--- config.mk ---
export PLATFORM = sky130hd
export DESIGN_NAME = fifo_rd_stream_flat
export DESIGN_NICKNAME = d
export VERILOG_FILES = /design/src/rtl/fifo_rd_stream_if.sv /design/src/rtl/fifo_rd_stream.sv /design/src/flat_wrapper.sv
export SDC_FILE = /design/constraint.sdc
export NUM_CORES = 1
export LEC_CHECK = 0
export CORE_MARGIN = 3
export CORE_UTILIZATION = 50
export CTS_CLUSTER_DIAMETER = 60
export CTS_CLUSTER_SIZE = 25
export DETAILED_ROUTE_END_ITERATION = 10
export PLACE_DENSITY = 0.82
export SLEW_MARGIN = 40
export SYNTH_ARGS = -nofsm -noshare
export SYNTH_HDL_FRONTEND = slang
export SYNTH_SLANG_ARGS = --single-unit
--- constraint.sdc ---
create_clock -name clk -period 6.65 [get_ports clk]
set_input_delay 1.33 -clock clk [delete_from_list [all_inputs] [get_ports clk]]
set_output_delay 1.33 -clock clk [all_outputs]
set_load 0.1 [all_outputs]
--- src/rtl/fifo_rd_stream_if.sv ---
// Bundles the fifo_sync read-port signals and the outgoing valid/ready stream.
// master: the read stage itself; slave: the FIFO/consumer side.
interface fifo_rd_stream_if #(
    parameter int DATA_WIDTH = 32
);
    logic                  fifo_empty;
    logic [DATA_WIDTH-1:0] fifo_data;
    logic                  fifo_cs;
    logic                  fifo_rd_en;
    logic                  m_valid;
    logic                  m_ready;
    logic [DATA_WIDTH-1:0] m_data;
    logic                  m_last;
    logic [1:0]            buf_level;

    modport master (
        input  fifo_empty, fifo_data, m_ready,
        output fifo_cs, fifo_rd_en, m_valid, m_data, m_last, buf_level
    );

    modport slave (
        output fifo_empty, fifo_data, m_ready,
        input  fifo_cs, fifo_rd_en, m_valid, m_data, m_last, buf_level
    );
endinterface

--- src/rtl/fifo_rd_stream.sv ---
// Read stage for fifo_sync: pops 1-cycle-latency FIFO words into a 3-slot registered
// buffer and presents them as a valid/ready stream with fixed-size burst framing.
module fifo_rd_stream #(
    parameter int DATA_WIDTH = 32,
    parameter int BURST_LEN  = 8
) (
    input logic             clk,
    input logic             rst,
    fifo_rd_stream_if.master bus
);
    localparam int CW = (BURST_LEN > 1) ? $clog2(BURST_LEN) : 1;
    localparam logic [CW-1:0] LAST_BEAT = CW'(BURST_LEN - 1);

    logic [DATA_WIDTH-1:0] mem [3];
    logic [1:0]            wr_ptr;
    logic [1:0]            rd_ptr;
    logic [1:0]            level;
    logic                  rd_en_q;
    logic                  inflight;
    logic [CW-1:0]         beat_cnt;

    logic                  push;
    logic                  pop;
    logic                  rd_en_d;
    logic [2:0]            credit;

    function automatic logic [1:0] next_ptr(input logic [1:0] p);
        return (p == 2'd2) ? 2'd0 : p + 2'd1;
    endfunction

    // Credit ignores the pop so m_ready never reaches fifo_rd_en combinationally.
    always_comb begin
        push    = inflight;
        pop     = (level != 2'd0) && bus.m_ready;
        credit  = {1'b0, level} + {2'b00, inflight} + {2'b00, rd_en_q};
        rd_en_d = !bus.fifo_empty && (credit < 3'd3);
    end

    always_ff @(posedge clk) begin
        if (rst) begin
            rd_en_q  <= 1'b0;
            inflight <= 1'b0;
            wr_ptr   <= '0;
            rd_ptr   <= '0;
            level    <= '0;
            beat_cnt <= '0;
        end else begin
            rd_en_q  <= rd_en_d;
            // fifo_sync ignores a read against an empty flag, so no word comes back for it.
            inflight <= rd_en_q && !bus.fifo_empty;
            if (push) begin
                wr_ptr <= next_ptr(wr_ptr);
            end
            if (pop) begin
                rd_ptr   <= next_ptr(rd_ptr);
                beat_cnt <= (beat_cnt == LAST_BEAT) ? '0 : beat_cnt + 1'b1;
            end
            case ({push, pop})
                2'b10:   level <= level + 2'd1;
                2'b01:   level <= level - 2'd1;
                default: level <= level;
            endcase
        end
    end

    always_ff @(posedge clk) begin
        if (!rst && push) begin
            mem[wr_ptr] <= bus.fifo_data;
        end
    end

    assign bus.fifo_rd_en = rd_en_q;
    assign bus.fifo_cs    = rd_en_q;
    assign bus.m_valid    = (level != 2'd0);
    assign bus.m_data     = (level != 2'd0) ? mem[rd_ptr] : '0;
    assign bus.m_last     = (level != 2'd0) && (beat_cnt == LAST_BEAT);
    assign bus.buf_level  = level;
endmodule

--- src/flat_wrapper.sv ---
// flat-port wrapper written by rule: the top's interface ports become plain ports
module fifo_rd_stream_flat 
#(
    parameter int DATA_WIDTH = 32,
    parameter int BURST_LEN  = 8
)
  (clk, rst, bus_fifo_empty, bus_fifo_data, bus_m_ready, bus_fifo_cs, bus_fifo_rd_en, bus_m_valid, bus_m_data, bus_m_last, bus_buf_level);
  fifo_rd_stream_if #(.DATA_WIDTH(DATA_WIDTH)) bus_i ();
  input logic clk;
  input logic rst;
  input wire logic [$bits(bus_i.fifo_empty)-1:0] bus_fifo_empty;
  input wire logic [$bits(bus_i.fifo_data)-1:0] bus_fifo_data;
  input wire logic [$bits(bus_i.m_ready)-1:0] bus_m_ready;
  output wire logic [$bits(bus_i.fifo_cs)-1:0] bus_fifo_cs;
  output wire logic [$bits(bus_i.fifo_rd_en)-1:0] bus_fifo_rd_en;
  output wire logic [$bits(bus_i.m_valid)-1:0] bus_m_valid;
  output wire logic [$bits(bus_i.m_data)-1:0] bus_m_data;
  output wire logic [$bits(bus_i.m_last)-1:0] bus_m_last;
  output wire logic [$bits(bus_i.buf_level)-1:0] bus_buf_level;
  assign bus_i.fifo_empty = bus_fifo_empty;
  assign bus_i.fifo_data = bus_fifo_data;
  assign bus_i.m_ready = bus_m_ready;
  assign bus_fifo_cs = bus_i.fifo_cs;
  assign bus_fifo_rd_en = bus_i.fifo_rd_en;
  assign bus_m_valid = bus_i.m_valid;
  assign bus_m_data = bus_i.m_data;
  assign bus_m_last = bus_i.m_last;
  assign bus_buf_level = bus_i.buf_level;
  fifo_rd_stream #(.DATA_WIDTH(DATA_WIDTH), .BURST_LEN(BURST_LEN)) u_core (.clk(clk), .rst(rst), .bus(bus_i));
endmodule
; Word level (Yosys, flattened, before mapping)
; Memories as Yosys holds them, arrays and structs flattened. A register that Yosys moved wholly into a read port is not among the register bits.
; Cells that the tools add are included.
[word_totals]
memories = 1
regBits = 11
ramBits = 96
[memory_table]
columns = name, depth, word_bits, read_ports, rd_ports_with_merged_regs, write_ports, line_no
row1 = u_core.mem, 3, 32, 1, 1, 1, fifo_rd_stream.sv:14  ; logic [DATA_WIDTH-1:0] mem [3];
[classes]
add_sub_neg = 7
eq_ne = 5
n_lt_le_gt_ge = 1
n_mux = 9
reduce_logical = 9
[ops]
columns = op, count
row1 = 32-bit two-way mux, 1
row2 = 2-bit two-way mux, 4
row3 = 2-bit by 1-bit adder with 2-bit output (second input constant), 3
row4 = 2-bit == test (second input constant), 3
row5 = 1-bit logical AND, 5
row6 = 2-bit case mux with 2 select lines, 1
row7 = 2-bit nonzero test, 2
row8 = 2-bit by 1-bit adder with 3-bit output, 1
row9 = 3-bit by 1-bit adder with 3-bit output, 1
row10 = 3-bit by 1-bit adder with 3-bit output (second input constant), 1
row11 = 3-bit == test (second input constant), 1
row12 = 3-bit by 2-bit less-than comparator with 1-bit output (second input constant), 1
row13 = 3-bit two-way mux, 1
row14 = 2-bit by 1-bit == test with 1-bit output (second input constant), 1
row15 = 1-bit zero test, 2
row16 = 1-bit two-way mux, 2
row17 = 2-bit by 1-bit subtractor with 2-bit output (second input constant), 1

; Logic depth before layout (Yosys ltp)
[depth]
ltp_word = 4
depth_mapped = 6
mapped_depth_nobuf = 6

; Least setup slack after synthesis
; No wires, ideal clock.
[synth_path]
path_type = reg2out
startpoint = reg u_core.level[0], in the netlist u_core.bus.buf_level[0]
endpoint = out bus_m_data[21]
setup_slack_ns = 2.433
stages_incl_launch_ff = 4
arrival_ns = 2.887
t_required_ns = 5.320
cell_sequence = dfxtp_1 > nor2_1 > clkbuf_1 > nor2_1
[synth_between]
elab_chain_len = 2
[synth_lines]
columns = element, line_no
row1 = from (decl), fifo_rd_stream.sv:17  ; logic [1:0] level;
row2 = from (signal assigned), fifo_rd_stream.sv:59  ; 2'b10: level <= level + 2'd1;
row3 = from (signal assigned), fifo_rd_stream.sv:60  ; 2'b01: level <= level - 2'd1;
row4 = from (signal assigned), fifo_rd_stream.sv:61  ; default: level <= level;
row5 = 2-bit nonzero test, fifo_rd_stream.sv:75  ; assign bus.m_data = (level != 2'd0) ? mem[rd_ptr] : '0;
row6 = 32-bit two-way mux, fifo_rd_stream.sv:75
row7 = to (decl), flat_wrapper.sv:17  ; output wire logic [$bits(bus_i.m_data)-1:0] bus_m_data;
; No other way between the ends.

==> metrics.txt <==
# TYPE chip_impl_metric gauge
chip_impl_info{name="worstPathCellList",value="mux2_1 -> mux2i_1 -> nor2_1 -> buf_2"} 1
chip_impl_metric{name="pwr_total",unit="mW"} 1.42
chip_impl_metric{name="skew",unit="ps"} 6.47
chip_impl_metric{name="critPathArrivalTime",unit="ps"} 1940
chip_impl_metric{name="clkSlewWorstSetupHoldPaths",unit="ps"} 90
chip_impl_metric{name="die_w",unit="um"} 98.6
chip_impl_metric{name="cts.sink_count",unit=""} 109
chip_impl_info{name="worstSetupEndpointType",value="output port"} 1
chip_impl_metric{name="global_route.usage.total",unit="%"} 15.5
chip_impl_info{name="mostFrequentLayoutCell",value="sky130_fd_sc_hd__edfxtp_1"} 1
chip_impl_info{name="cts_root_buffer",value="sky130_fd_sc_hd__clkbuf_8"} 1
chip_impl_metric{name="warnings_synthesis",unit=""} 0
chip_impl_metric{name="synthesis.area_per_instance",unit="um^2"} 16.5
chip_impl_metric{name="drive_gt1_share",unit="%"} 19.2
chip_impl_metric{name="viasPerCell",unit=""} 5.12
chip_impl_metric{name="hold_viol_final",unit=""} 0
chip_impl_metric{name="drt-wirelength-per-cell",unit="um"} 16.3
chip_impl_metric{name="critical-path-max-stage-delay",unit="ps"} 650
chip_impl_metric{name="fin_nets",unit=""} 376
chip_impl_info{name="timing.hold.worst.class",value="reg2reg"} 1
chip_impl_metric{name="rows",unit=""} 33
chip_impl_metric{name="final.setup.tns",unit="ps"} 0
chip_impl_info{name="status",value="complete, no violations"} 1
chip_impl_metric{name="drt_drc_violations_left",unit=""} 0
chip_impl_metric{name="power-per-cell-area",unit="mW/mm^2"} 274
chip_impl_metric{name="synth-seq-area-share",unit="%"} 73.2
chip_impl_metric{name="synth.lib_cells_used.distinct",unit=""} 26
chip_impl_metric{name="syn_nets",unit=""} 301
chip_impl_info{name="post_synth_main_area_contributors",value="sky130_fd_sc_hd__edfxtp_1 (67%), sky130_fd_sc_hd__mux2_1 (8.4%), sky130_fd_sc_hd__mux2i_1 (8.2%), sky130_fd_sc_hd__dfxtp_1 (6.1%), sky130_fd_sc_hd__nor2_1 (3.4%)"} 1
chip_impl_metric{name="antenna_cells",unit=""} 0
chip_impl_metric{name="worst_slack",unit="ps"} 3380
chip_impl_metric{name="first_pass_grt_wire_length",unit="um"} 11600
chip_impl_metric{name="design.die.area",unit="mm^2"} 0.00973
chip_impl_metric{name="mappedNetlistArea",unit="mm^2"} 0.00429
chip_impl_metric{name="drt.antenna.violating_nets",unit=""} 0
chip_impl_metric{name="syn_to_final_growth",unit="%"} 20.6
chip_impl_info{name="synth_largest_area_cell",value="sky130_fd_sc_hd__edfxtp_1"} 1
chip_impl_metric{name="detailedRoute.firstPassIterationCount",unit=""} 4
chip_impl_info{name="layout.cells.most_common_list",value="sky130_fd_sc_hd__edfxtp_1 (96), sky130_fd_sc_hd__buf_2 (38), sky130_fd_sc_hd__nor2_1 (37)"} 1
chip_impl_metric{name="violation_count_after_the_first_detailed_route_iteration",unit=""} 59
chip_impl_info{name="critPathSlowestCell",value="sky130_fd_sc_hd__dfxtp_4"} 1
chip_impl_metric{name="totalWireLength",unit="um"} 7230
chip_impl_metric{name="worstSkewPairLatency",unit="ps"} 350
chip_impl_info{name="grt_setup_unrepaired",value="no"} 1
chip_impl_metric{name="vias",unit=""} 2275
chip_impl_metric{name="pre_cts_ws",unit="ps"} 2980
chip_impl_metric{name="final_period_minus_worst_setup_slack",unit="ps"} 3270
chip_impl_metric{name="maxCapViolations",unit=""} 0
chip_impl_metric{name="timing_worst_slew_pin_value",unit="ps"} 787
chip_impl_metric{name="slew_violations",unit=""} 0
chip_impl_metric{name="cts-root-to-sink-buffers",unit=""} 2
chip_impl_metric{name="maximum_number_of_pins_on_one_net_before_global_route_repair",unit=""} 35
chip_impl_metric{name="grt_antenna_before_repair",unit=""} 0
chip_impl_metric{name="floorplan.initialDensity",unit="%"} 52.0
chip_impl_metric{name="coreArea",unit="mm^2"} 0.00826
chip_impl_metric{name="cts_post_setup_buffers_inserted",unit=""} 0
chip_impl_info{name="critical-path-top-delay-family",value="flip-flops"} 1
chip_impl_metric{name="crit_fanout",unit=""} 32
chip_impl_metric{name="timing.hold.ws",unit="ps"} 492
chip_impl_metric{name="routability_congestion_estimate",unit=""} 0.726
chip_impl_metric{name="postSynthRegisterBits",unit=""} 109
chip_impl_info{name="cp-start-kind",value="flip-flop"} 1
chip_impl_metric{name="vias_in_the_first_global_route",unit=""} 2395
chip_impl_metric{name="crit_required",unit="ps"} 5320
chip_impl_metric{name="slew-limit-headroom",unit="%"} 47.4
chip_impl_metric{name="post-route-period-util",unit="%"} 49.1
chip_impl_metric{name="cts_resized",unit=""} 0
chip_impl_metric{name="clock.fmax",unit="MHz"} 306
chip_impl_metric{name="postCtsHoldBufs",unit=""} 0
chip_impl_metric{name="irDropWorstVdd",unit="uV"} 155
chip_impl_metric{name="setup-violations-final",unit=""} 0
chip_impl_metric{name="cts_htree_levels",unit=""} 3
chip_impl_metric{name="boundaryPins",unit=""} 74
chip_impl_metric{name="io_buffer_count",unit=""} 73
chip_impl_info{name="worst-setup-path-type",value="reg2out"} 1
chip_impl_metric{name="place_hpwl",unit="um"} 4800
chip_impl_metric{name="overflow_left_after_global_routing",unit=""} 0
chip_impl_metric{name="synthDominantCellAreaShare",unit="%"} 67.2
chip_impl_info{name="tritoncts",value="done"} 1
chip_impl_metric{name="syn-instance-count",unit=""} 260
chip_impl_metric{name="path_buf_inv",unit=""} 1
chip_impl_metric{name="static-leakage-power",unit="nW"} 1.81
chip_impl_metric{name="tritoncts.num_buffers",unit=""} 9
chip_impl_metric{name="floorplan.die.height",unit="um"} 98.6
-- metrics by stage --
step	util (%)	cell area, um^2	std cells
floorplan	-	4290	260
global placement	62.2	5130	427
detailed placement	60.3	4980	429
CTS	62.6	5170	444
global route	62.7	5170	444
finish	62.7	5170	444
-- kinds of logic (layout without fill, tap and decap cells) --
| logic type | Yosys count | in the layout | share of synthesized area, % |
|---|---|---|---|
| XOR/XNOR | 2 | 2 | 0.408 |
| AND/OR/NAND/NOR | 53 | 53 | 5.22 |
| AO/OA/AOI/OAI | 7 | 7 | 0.991 |
| buffers and inverters | 16 | 95 | 1.69 |
| adder cells (fa/ha/maj) | 5 | 5 | 1.63 |
| flip-flops | 109 | 109 | 73.2 |
| multiplexers | 68 | 68 | 16.8 |
-- Yosys cell counts --
master                      instances
sky130_fd_sc_hd__nor2b_1            2
sky130_fd_sc_hd__nor3_1             2
sky130_fd_sc_hd__inv_1              2
sky130_fd_sc_hd__edfxtp_1          96
sky130_fd_sc_hd__fa_1               1
sky130_fd_sc_hd__ha_1               4
sky130_fd_sc_hd__buf_4              1
sky130_fd_sc_hd__dfxtp_1           13
sky130_fd_sc_hd__nor2_1            39
sky130_fd_sc_hd__nand2_1            4
sky130_fd_sc_hd__clkbuf_1           5
sky130_fd_sc_hd__mux2_1            32
sky130_fd_sc_hd__nor3b_1            1
sky130_fd_sc_hd__mux2i_1           35
sky130_fd_sc_hd__buf_2              7
sky130_fd_sc_hd__or3_1              3
sky130_fd_sc_hd__o21ai_2            1
sky130_fd_sc_hd__mux2_2             1
sky130_fd_sc_hd__inv_2              1
sky130_fd_sc_hd__nand3b_1           1
sky130_fd_sc_hd__nand2b_1           1
sky130_fd_sc_hd__a2111oi_0          1
sky130_fd_sc_hd__a21oi_1            4
sky130_fd_sc_hd__xor2_1             1
sky130_fd_sc_hd__o21ai_0            1
sky130_fd_sc_hd__xnor2_1            1
-- final timing paths --
path | depth (start not counted) | startpoint | slack [ps] | end
worst max-delay path | 4 | flip-flop | 3380 | bus_m_data[16]
worst min-delay path | 2 | u_core.beat_cnt[0] | 490 | u_core.beat_cnt[0]
worst max register to register | 3 | u_core.inflight | 4730 | u_core.mem[0][12]
worst min register to register | 2 | u_core.beat_cnt[0] | 490 | u_core.beat_cnt[0]
-- layer usage --
metal | vias to the layer above | routed length, um | track usage (%)
met3 | 12 | 403 | 4.03
met1 | 1095 | 2870 | 17.8
li1 | 1104 | - | -
met2 | 64 | 3840 | 27.3
met4 | 0 | 116 | 6.93
met5 | - | 0 | 0
-- final cells by class --
class                      count  area (um^2)
multi-input combinational    135         1110
clock buffer                  10          128
fill                         604         3080
inverter                       3         11.3
sequential                   109         3150
clock inverter                 5         61.3
timing repair buffer          77          586
tap                          105          131
-- state kept, by name, indices dropped and copies added, names as in the netlist, named ones only --
| register | cells |
|---|---|
| u_core.beat_cnt | 3 |
| u_core.wr_ptr | 2 |
| u_core.mem | 96 |
| u_core.inflight | 1 |
| u_core.rd_ptr | 2 |
| u_core.bus.fifo_cs | 1 |
| u_core.bus.buf_level | 2 |
-- tightest hold or removal path, delay by kind of cell, from the launching register on --
| kind | cells | cell delay, ps |
|---|---|---|
| flops | 1 | 330 |
| compound gates | 1 | 60 |
| simple gates | 1 | 60 |
-- power breakdown --
part	internal, mW	switching [mW]
Combinational	0.0602	0.216
Sequential	0.749	0.0144
Clock	0.174	0.204
Power figures use the tool's default switching activity.
